==> src/rtl/secure_tdm_mux_pkg.sv <==
// Shared definitions for the domain-aware TDM mux:
// FSM encodings and internal counter widths.
package secure_tdm_mux_pkg;

    localparam logic [1:0] S_IDLE  = 2'd0;
    localparam logic [1:0] S_GRANT = 2'd1;
    localparam logic [1:0] S_DRAIN = 2'd2;
    localparam logic [1:0] S_SCRUB = 2'd3;

    localparam int BEAT_W  = 8;
    localparam int SCRUB_W = 4;

endpackage

==> src/rtl/secure_tdm_mux_rr.sv <==
// Combinational round-robin pick: search starts at last+1 and wraps,
// so the previous winner is considered last.
module rr_arbiter #(
    parameter int NCH = 4
) (
    input  logic [NCH-1:0]         req,
    input  logic [$clog2(NCH)-1:0] last,
    output logic [$clog2(NCH)-1:0] winner,
    output logic                   found
);

    localparam int IW = $clog2(NCH);

    logic [IW-1:0] idx;

    always_comb begin
        winner = '0;
        found  = 1'b0;
        idx    = '0;
        for (int k = 1; k <= NCH; k++) begin
            idx = IW'((int'(last) + k) % NCH);
            if (!found && req[idx]) begin
                found  = 1'b1;
                winner = idx;
            end
        end
    end

endmodule

==> src/rtl/secure_tdm_mux.sv <==
// N-channel valid/ready TDM mux with per-channel security domains;
// a domain change drains the output and inserts zeroed scrub cycles.
module secure_tdm_mux
    import secure_tdm_mux_pkg::*;
#(
    parameter int                   WIDTH     = 8,
    parameter int                   NCH       = 4,
    parameter int                   DOM_W     = 1,
    parameter logic [NCH*DOM_W-1:0] CH_DOM    = '0,
    parameter int                   SLOT      = 4,
    parameter int                   SCRUB_CYC = 2
) (
    input  logic                   clk,
    input  logic                   rst,
    input  logic [NCH-1:0]         in_valid,
    output logic [NCH-1:0]         in_ready,
    input  logic [NCH*WIDTH-1:0]   in_data,
    output logic                   out_valid,
    input  logic                   out_ready,
    output logic [WIDTH-1:0]       out_data,
    output logic [DOM_W-1:0]       out_dom,
    output logic [$clog2(NCH)-1:0] out_ch,
    output logic                   scrubbing
);

    localparam int IW = $clog2(NCH);

    logic [1:0]         state;
    logic [IW-1:0]      last, cur, nxt;
    logic [IW-1:0]      arb_last, win;
    logic [DOM_W-1:0]   cur_dom;
    logic               dom_vld, found;
    logic               grant_rdy, xfer, rel, pick, dom_switch;
    logic [BEAT_W-1:0]  beat_cnt;
    logic [SCRUB_W-1:0] scrub_cnt;

    function automatic logic [DOM_W-1:0] dom_of(input logic [IW-1:0] ch);
        return CH_DOM[int'(ch)*DOM_W +: DOM_W];
    endfunction

    // On release the current channel is treated as the last winner.
    assign arb_last = (state == S_GRANT) ? cur : last;

    rr_arbiter #(.NCH(NCH)) u_arb (
        .req    (in_valid),
        .last   (arb_last),
        .winner (win),
        .found  (found)
    );

    always_comb begin
        grant_rdy  = (state == S_GRANT) && (!out_valid || out_ready);
        in_ready   = grant_rdy ? (NCH'(1) << cur) : '0;
        xfer       = grant_rdy && in_valid[cur];
        rel        = (state == S_GRANT)
                     && (!in_valid[cur]
                         || (xfer && beat_cnt == BEAT_W'(SLOT - 1)));
        pick       = found && ((state == S_IDLE) || rel);
        dom_switch = dom_vld && (dom_of(win) != cur_dom);
    end

    assign scrubbing = (state == S_SCRUB);
    assign out_dom   = scrubbing ? dom_of(nxt) : cur_dom;
    assign out_ch    = scrubbing ? nxt : cur;

    always_ff @(posedge clk) begin
        if (rst) begin
            state     <= S_IDLE;
            last      <= IW'(NCH - 1);
            cur       <= '0;
            nxt       <= '0;
            cur_dom   <= '0;
            dom_vld   <= 1'b0;
            beat_cnt  <= '0;
            scrub_cnt <= '0;
            out_valid <= 1'b0;
            out_data  <= '0;
        end else begin
            if (xfer) begin
                out_valid <= 1'b1;
                out_data  <= in_data[int'(cur)*WIDTH +: WIDTH];
            end else if (out_ready) begin
                out_valid <= 1'b0;
                out_data  <= '0;
            end

            unique case (state)
                S_GRANT: begin
                    if (rel) begin
                        last     <= cur;
                        beat_cnt <= '0;
                        if (!found) state <= S_IDLE;
                    end else if (xfer) begin
                        beat_cnt <= beat_cnt + 8'd1;
                    end
                end
                S_DRAIN: begin
                    if (!out_valid || out_ready) begin
                        state     <= S_SCRUB;
                        scrub_cnt <= '0;
                    end
                end
                S_SCRUB: begin
                    if (scrub_cnt == SCRUB_W'(SCRUB_CYC - 1)) begin
                        state   <= S_GRANT;
                        cur     <= nxt;
                        cur_dom <= dom_of(nxt);
                    end else begin
                        scrub_cnt <= scrub_cnt + 4'd1;
                    end
                end
                default: ;
            endcase

            // Arbitration result from IDLE or a same-cycle GRANT release.
            if (pick) begin
                nxt <= win;
                if (dom_switch) begin
                    state <= S_DRAIN;
                end else begin
                    state   <= S_GRANT;
                    cur     <= win;
                    cur_dom <= dom_of(win);
                    dom_vld <= 1'b1;
                end
            end
        end
    end

endmodule

==> config.mk <==
export PLATFORM = sky130hd
export DESIGN_NAME = secure_tdm_mux
export DESIGN_NICKNAME = d
export VERILOG_FILES = /design/src/rtl/secure_tdm_mux_pkg.sv /design/src/rtl/secure_tdm_mux_rr.sv /design/src/rtl/secure_tdm_mux.sv
export SDC_FILE = /design/constraint.sdc
export NUM_CORES = 1
export LEC_CHECK = 0
export BUFFER_PORTS_ARGS = -buffer_cell sky130_fd_sc_hd__buf_4
export CORE_UTILIZATION = 50
export CTS_CLUSTER_SIZE = 8
export DETAILED_ROUTE_END_ITERATION = 7
export HOLD_SLACK_MARGIN = 0.05
export PLACE_DENSITY = 0.89
export RECOVER_POWER = 100
export SETUP_SLACK_MARGIN = 0.3
export SYNTH_ARGS = -nofsm -noshare
export SYNTH_HDL_FRONTEND = slang
export SYNTH_SLANG_ARGS = --single-unit
==> constraint.sdc <==
create_clock -name clk -period 3.95 [get_ports clk]
set_clock_uncertainty 0.1 [all_clocks]
set_input_delay 0 -clock clk [delete_from_list [all_inputs] [get_ports clk]]
set_output_delay 0 -clock clk [all_outputs]
set_load 0.005 [all_outputs]
=== Yosys cells after proc, flatten, opt, wreduce, memory -nomap -nowiden ===
Cells that the tools add are included.

* $add $sub $neg: 6
* Multipliers: 0
* Divide/modulo/power cells: 0
* Order comparisons: 5
* Equal/unequal tests: 12
* Shift operators: 4
* Mux-type cells: 46
* Bitwise logic cells: 1
* Reductions and logical operators: 27

{| class="wikitable"
|+ Operator list
! kind !! count
|-
| $mux 2 || 16
|-
| $mux 8 || 4
|-
| $shiftx 32x6->8 || 1
|-
| $mux 1 || 16
|-
| $lt 2x3->1 const B || 5
|-
| $mux 4 || 3
|-
| $bmux 1 s2 || 5
|-
| $logic_and 1x1->1 || 9
|-
| $ne 3x3->1 const B || 3
|-
| $add 8x1->8 const B || 1
|-
| $eq 8x2->1 const B || 1
|-
| $pmux 4 s2 || 1
|-
| $shiftx 4x3->1 const A || 2
|-
| $pmux 2 s3 || 1
|-
| $reduce_and 2->1 || 3
|-
| $reduce_bool 2->1 || 3
|-
| $logic_not 1->1 || 5
|-
| $reduce_and 5->1 || 1
|-
| $add 2x1->2 const B || 2
|-
| $add 2x2->2 const B || 2
|-
| $add 4x1->4 const B || 1
|-
| $eq 2x2->1 const B || 2
|-
| $eq 4x1->1 const B || 1
|-
| $ne 2x2->1 const B || 2
|-
| 9 further kinds || 11
|}

* Flip-flop bits (word level): 31
* Latch bits: 0
* RAM bits: 0
* Bits in read-only memories: 0
* Input bits: 39
* Logic and storage cells: 111
* Memories: 0

=== Depth between registers and ports, before layout ===
* Depth in word-level cells: 20
* Depth in mapped cells: 8
* Mapped depth without buffers: 7

=== Hierarchy ===
A second synthesis with hierarchy kept.

* Cell total of the unflattened synthesis: 204
* Area, all modules: 1863.0 sq um

{| class="wikitable"
|+ Modules (own cells, without submodules)
! module !! instances !! cells an instance !! area each (sq um)
|-
| secure_tdm_mux || 1 || 190 || 1771.7
|-
| rr_arbiter || 1 || 14 || 91.3
|}

=== Least setup slack after synthesis ===
No wires, ideal clock.

* Path kind: reg2reg
* From: reg beat_cnt[0]
* To: reg state[1]
* Library setup time: 0.136 ns
* Data arrival time: 1.900 ns
* Required time: 3.714 ns
* Path slack: 1.813 ns
* Cell stages (with the launch flop): 7
* Path buffers: 0
* Path through: dfxtp_1 ha_1 or4b_4 o311a_1 or3_1 o211ai_1 a221oi_2

* Word-level cells in the longest chain between the ends: 8
* Elaborated cells between the ends (all ways): 13

{| class="wikitable"
|+ RTL lines
! item !! line !! RTL
|-
| from (decl) || secure_tdm_mux.sv:34 || <nowiki>logic [BEAT_W-1:0] beat_cnt;</nowiki>
|-
| from (signal assigned) || secure_tdm_mux.sv:94 || <nowiki>beat_cnt <= beat_cnt + 8'd1;</nowiki>
|-
| $eq 8x2->1 (*) || secure_tdm_mux.sv:57 || <nowiki>|| (xfer && beat_cnt == BEAT_W'(SLOT - 1)));</nowiki>
|-
| $logic_and 1x1->1 (*) || secure_tdm_mux.sv:57 ||
|-
| $logic_or 1x1->1 (*) || secure_tdm_mux.sv:57 ||
|-
| $logic_and 1x1->1 (*) || secure_tdm_mux.sv:56 || <nowiki>&& (!in_valid[cur]</nowiki>
|-
| $logic_or 1x1->1 || secure_tdm_mux.sv:58 || <nowiki>pick = found && ((state == S_IDLE) || rel);</nowiki>
|-
| $logic_and 1x1->1 || secure_tdm_mux.sv:58 ||
|-
| $ne 3x3->1 (no line), or another cell as far along || - ||
|-
| $reduce_and 5->1 (no line) || - ||
|-
| to (signal assigned) || secure_tdm_mux.sv:68 || <nowiki>state <= S_IDLE;</nowiki>
|-
| to (signal assigned) || secure_tdm_mux.sv:92 || <nowiki>if (!found) state <= S_IDLE;</nowiki>
|-
| to (signal assigned) || secure_tdm_mux.sv:99 || <nowiki>state <= S_SCRUB;</nowiki>
|-
| to (decl) || secure_tdm_mux.sv:28 || <nowiki>logic [1:0] state;</nowiki>
|}

Every way passes the cells marked *; elsewhere a longest branch is shown, timed or not.
A chain may end at the register's enable or synchronous reset.

=== Worst setup path after layout ===
* From: reg state[1]
* To: reg cur[1]

* Word-level cells in the longest chain between the ends: 20
* Elaborated cells between the ends (all ways): 43

{| class="wikitable"
|+ RTL lines
! item !! line !! RTL
|-
| $eq 2x1->1 || secure_tdm_mux.sv:42, secure_tdm_mux.sv:52, secure_tdm_mux.sv:55 ||
|-
| $mux 2 || secure_tdm_mux.sv:42 || <nowiki>assign arb_last = (state == S_GRANT) ? cur : last;</nowiki>
|-
| $add 2x1->2 || secure_tdm_mux_rr.sv:21 || <nowiki>idx = IW'((int'(last) + k) % NCH);</nowiki>
|-
| $bmux 1 s2 || secure_tdm_mux_rr.sv:22 || <nowiki>if (!found && req[idx]) begin</nowiki>
|-
| $mux 1 (implied by the code) || secure_tdm_mux_rr.sv:22 ||
|-
| $mux 1 || secure_tdm_mux_rr.sv:22 ||
|-
| $logic_not 1->1 || secure_tdm_mux_rr.sv:22 ||
|-
| $logic_and 1x1->1 || secure_tdm_mux_rr.sv:22 ||
|-
| [4 not listed] || - ||
|-
| $logic_not 1->1 || secure_tdm_mux_rr.sv:22 ||
|-
| $logic_and 1x1->1 || secure_tdm_mux_rr.sv:22 ||
|-
| $mux 2 || secure_tdm_mux_rr.sv:22 ||
|-
| $shiftx 4x3->1 || secure_tdm_mux.sv:38 || <nowiki>return CH_DOM[int'(ch)*DOM_W +: DOM_W];</nowiki>
|-
| $ne 1x1->1 || secure_tdm_mux.sv:59 || <nowiki>dom_switch = dom_vld && (dom_of(win) != cur_dom);</nowiki>
|-
| $logic_and 1x1->1 || secure_tdm_mux.sv:59 ||
|-
| $mux 2 || secure_tdm_mux.sv:118 || <nowiki>if (dom_switch) begin</nowiki>
|-
| $mux 2 (*) || secure_tdm_mux.sv:116 || <nowiki>if (pick) begin</nowiki>
|-
| to (signal assigned) || secure_tdm_mux.sv:106 || <nowiki>cur <= nxt;</nowiki>
|-
| to (signal assigned) || secure_tdm_mux.sv:122 || <nowiki>cur <= win;</nowiki>
|-
| to (decl) || secure_tdm_mux.sv:29 || <nowiki>logic [IW-1:0] last, cur, nxt;</nowiki>
|}

Every way passes the cells marked *; elsewhere a longest branch is shown, timed or not. The select of a mux whose other input is x is not followed.

==> impl_metrics.env <==
export IMPL_rsz0062_at_grt="no"
export IMPL_die_area_sq_um=3910
export IMPL_portBuffers=55
export IMPL_synth_seq_cells=31
export IMPL_start_util_pct=53.7
export IMPL_worst_pin_slew_ns=1.02
export IMPL_rrSetupSlack_ns=1.14
export IMPL_multi_input_area_sq_um=1140
export IMPL_netlist_area_sq_um=1830
export IMPL_mostFrequentLayoutCell="buf_4"
export IMPL_p_comb_share_pct=54.8
export IMPL_ys_seq_area_share_pct=33.9
export IMPL_cts_setup_buffers=0
export IMPL_drtPass1Iterations=4
export IMPL_syn_inst=200
export IMPL_area_delta_synth_final_pct=32.7
export IMPL_antenna_cells=0
export IMPL_cp_arrival_ns=2.96
export IMPL_yosys_most_used_dff="dfxtp_1"
export IMPL_wl_um=5100
export IMPL_numCtsBuffers=5
export IMPL_grt_pass1_vias=1834
export IMPL_dp_cells=293
export IMPL_chipWidth_um=62.5
export IMPL_slew_headroom_pct=31.1
export IMPL_core_sq_um=3420
export IMPL_hpwl_um=3350
export IMPL_leakage_nw=1.00
export IMPL_drt_iter0_markers=97
export IMPL_layout_common_cells="buf_4 (41), dfxtp_1 (31), nor2_1 (25)"
export IMPL_wl_per_cell_um=16.3
export IMPL_swShare_pct=41.0
export IMPL_critPathLaunchType="flip-flop"
export IMPL_finalSetupViolations=0
export IMPL_slew_viol_final=0
export IMPL_hold_violations=0
export IMPL_cap_violations=0
export IMPL_antenna_found_initial=0
export IMPL_ir_worst_vdd_uv=410
export IMPL_fillers=253
export IMPL_critPathRequiredTime_ns=4.10
export IMPL_ys_async_sr_fraction_pct=0
export IMPL_num_rows=21
export IMPL_io_pins=56
export IMPL_clockPowerShare_pct=12.0
export IMPL_clockRootBuffer="clkbuf_4"
export IMPL_die_y_um=62.5
export IMPL_clk_pin_slew_ns=0.09
export IMPL_vias_per_cell=5.85
export IMPL_cts_tree="yes"
export IMPL_setup_worst_path_end_class="flip-flop"
export IMPL_clock_sinks=31
export IMPL_p_per_area_nw_per_um2=561
export IMPL_grt_pass1_wl_um=8430
export IMPL_ant_nets=0
export IMPL_regArea_sq_um=621
export IMPL_track_usage_pct=28.2
export IMPL_layout_nets=313
export IMPL_drive_gt1_share_pct=28.6
export IMPL_worstSetupPathType="flip-flop to flip-flop"
export IMPL_layout_min_cycle_time_ns=2.81
export IMPL_grt_max_degree=24
export IMPL_cts_resized=0
export IMPL_finalNonFillerCells=312
export IMPL_synthesis_nets=246
export IMPL_cts_max_path_buffers=2
export IMPL_cts_htree_levels=2
export IMPL_cp_max_fo=11
export IMPL_p_sw_mw=0.560
export IMPL_outcome="finished, final reports clean"
export IMPL_final_setup_tns_ns=0
export IMPL_synth_edf_count=0
export IMPL_clk_latency_ns=0.34
export IMPL_syn_avg_cell_area_sq_um=9.17
export IMPL_vias=1825
export IMPL_yosysUniqueCellTypes=47
export IMPL_p_int_mw=0.806
export IMPL_seq_power_share_pct=33.2
export IMPL_route_detailed_drc=0
export IMPL_yosysWarnings=0
export IMPL_max_freq_mhz=356
export IMPL_overflow=0
export IMPL_finalCritPeriodShare_pct=71.1
export IMPL_place_gp_congestion=0.912
export IMPL_hp_class="input pin to flip-flop"
-- power by group through the flow --
| stage | combinational, mW | clock [mW] | sequential [mW] |
|---|---|---|---|
| 6_report | 0.748 | 0.164 | 0.453 |
| 3_5_place_dp | 0.704 | 0 | 0.459 |
| 5_1_grt | 0.829 | 0.176 | 0.463 |
| 4_1_cts | 0.744 | 0.166 | 0.452 |
| 3_3_place_gp | 0.683 | 0 | 0.454 |
| 2_1_floorplan | 0.530 | 0 | 0.432 |
-- final timing paths --
path	from	endpoint	depth (start not counted)
worst max-delay path	state[1]$_SDFFE_PP0P_	cur[1]$_SDFF_PP0_	8
worst min-delay path	in_data[6]	out_data[6]$_SDFFE_PP0P_	4
worst max register to register	state[1]$_SDFFE_PP0P_	cur[1]$_SDFF_PP0_	8
worst min register to register	last[1]$_SDFFE_PP1P_	last[1]$_SDFFE_PP1P_	1
-- worst max-delay path: stages, from the launching register on --
cell           delay [ns]
dfxtp_1              0.35
inv_1                0.11
ha_1                 0.40
mux2i_1              0.49
a211oi_1             0.12
a311oi_1             0.38
dlygate4sd3_1        0.60
nand4b_1             0.10
o31ai_1              0.08
-- per-layer routing --
metal | vias to the layer above | GRT usage, % | wire, um
met5 | - | 0 | 0
met4 | 0 | 18.6 | 265
met3 | 25 | 5.11 | 258
met2 | 74 | 49.5 | 2690
met1 | 870 | 31.0 | 1880
li1 | 856 | - | -
-- flip-flops by register name (all words and copies together), names as in the netlist, 2 cells and up --
name / cells
last: 2
state: 2
cur: 2
nxt: 2
beat_cnt: 8
scrub_cnt: 4
out_data: 8
-- cell usage after synthesis (all sizes together) (3+ instances only) --
library cell / count / area, sq um
nand4: 4 / 25.0
nand3: 3 / 15.0
a211oi: 4 / 35.0
and3: 4 / 25.0
mux4: 9 / 203
nand2: 20 / 75.1
ha: 7 / 87.6
nand3b: 9 / 67.6
a21oi: 15 / 75.1
dfxtp: 31 / 621
nor2: 25 / 93.8
clkbuf: 4 / 15.0
xnor2: 5 / 43.8
inv: 6 / 22.5
nand2b: 3 / 18.8
buf: 5 / 22.5
xor2: 5 / 43.8
nor3: 4 / 20.0
mux2i: 6 / 60.1
o21ai: 5 / 25.0
-- cell type report --
type / count / area share, %
multi-input combinational: 154 / 46.9
sequential: 31 / 25.5
tap: 46 / 2.37
inverter: 6 / 0.926
timing repair buffer: 69 / 22.6
clock buffer: 6 / 1.70
-- kinds of logic (layout without fill, tap and decap cells) --
kind of cell,count (synthesis),in the layout,share of synthesized area (%)
and+or+nand+nor,82,82,22.9
AOI/OAI and AO/OA,39,39,15.4
DFF,31,31,33.9
muxes,16,16,14.9
buffers and inverters,15,81,3.28
xor gates and xnor gates,10,10,4.78
adders and majority gates,7,7,4.78
-- timing repair --
| item | CTS | global route |
|---|---|---|
| endpoints found under the setup margin | 0 | 0 |
| hold endpoints to repair | 19 | 0 |
| hold buffers | 13 | 0 |
-- metrics by stage --
step | hold slack, ns | instance area (sq um) | power, mW | setup WS (ns) | util [%]
final | 0.0731 | 2430 | 1.37 | 1.14 | 71.2
after global routing | 0.0924 | 2430 | 1.47 | 0.827 | 71.2
after CTS | 0.0647 | 2440 | 1.36 | 1.24 | 71.6
after detailed placement | 0.254 | 2270 | 1.16 | 1.45 | 66.6
after global placement | 0.240 | 2270 | 1.14 | 1.65 | 66.6
after floorplan | 0.0773 | 1830 | 0.963 | 1.81 | -
Power figures use the tool's default switching activity.
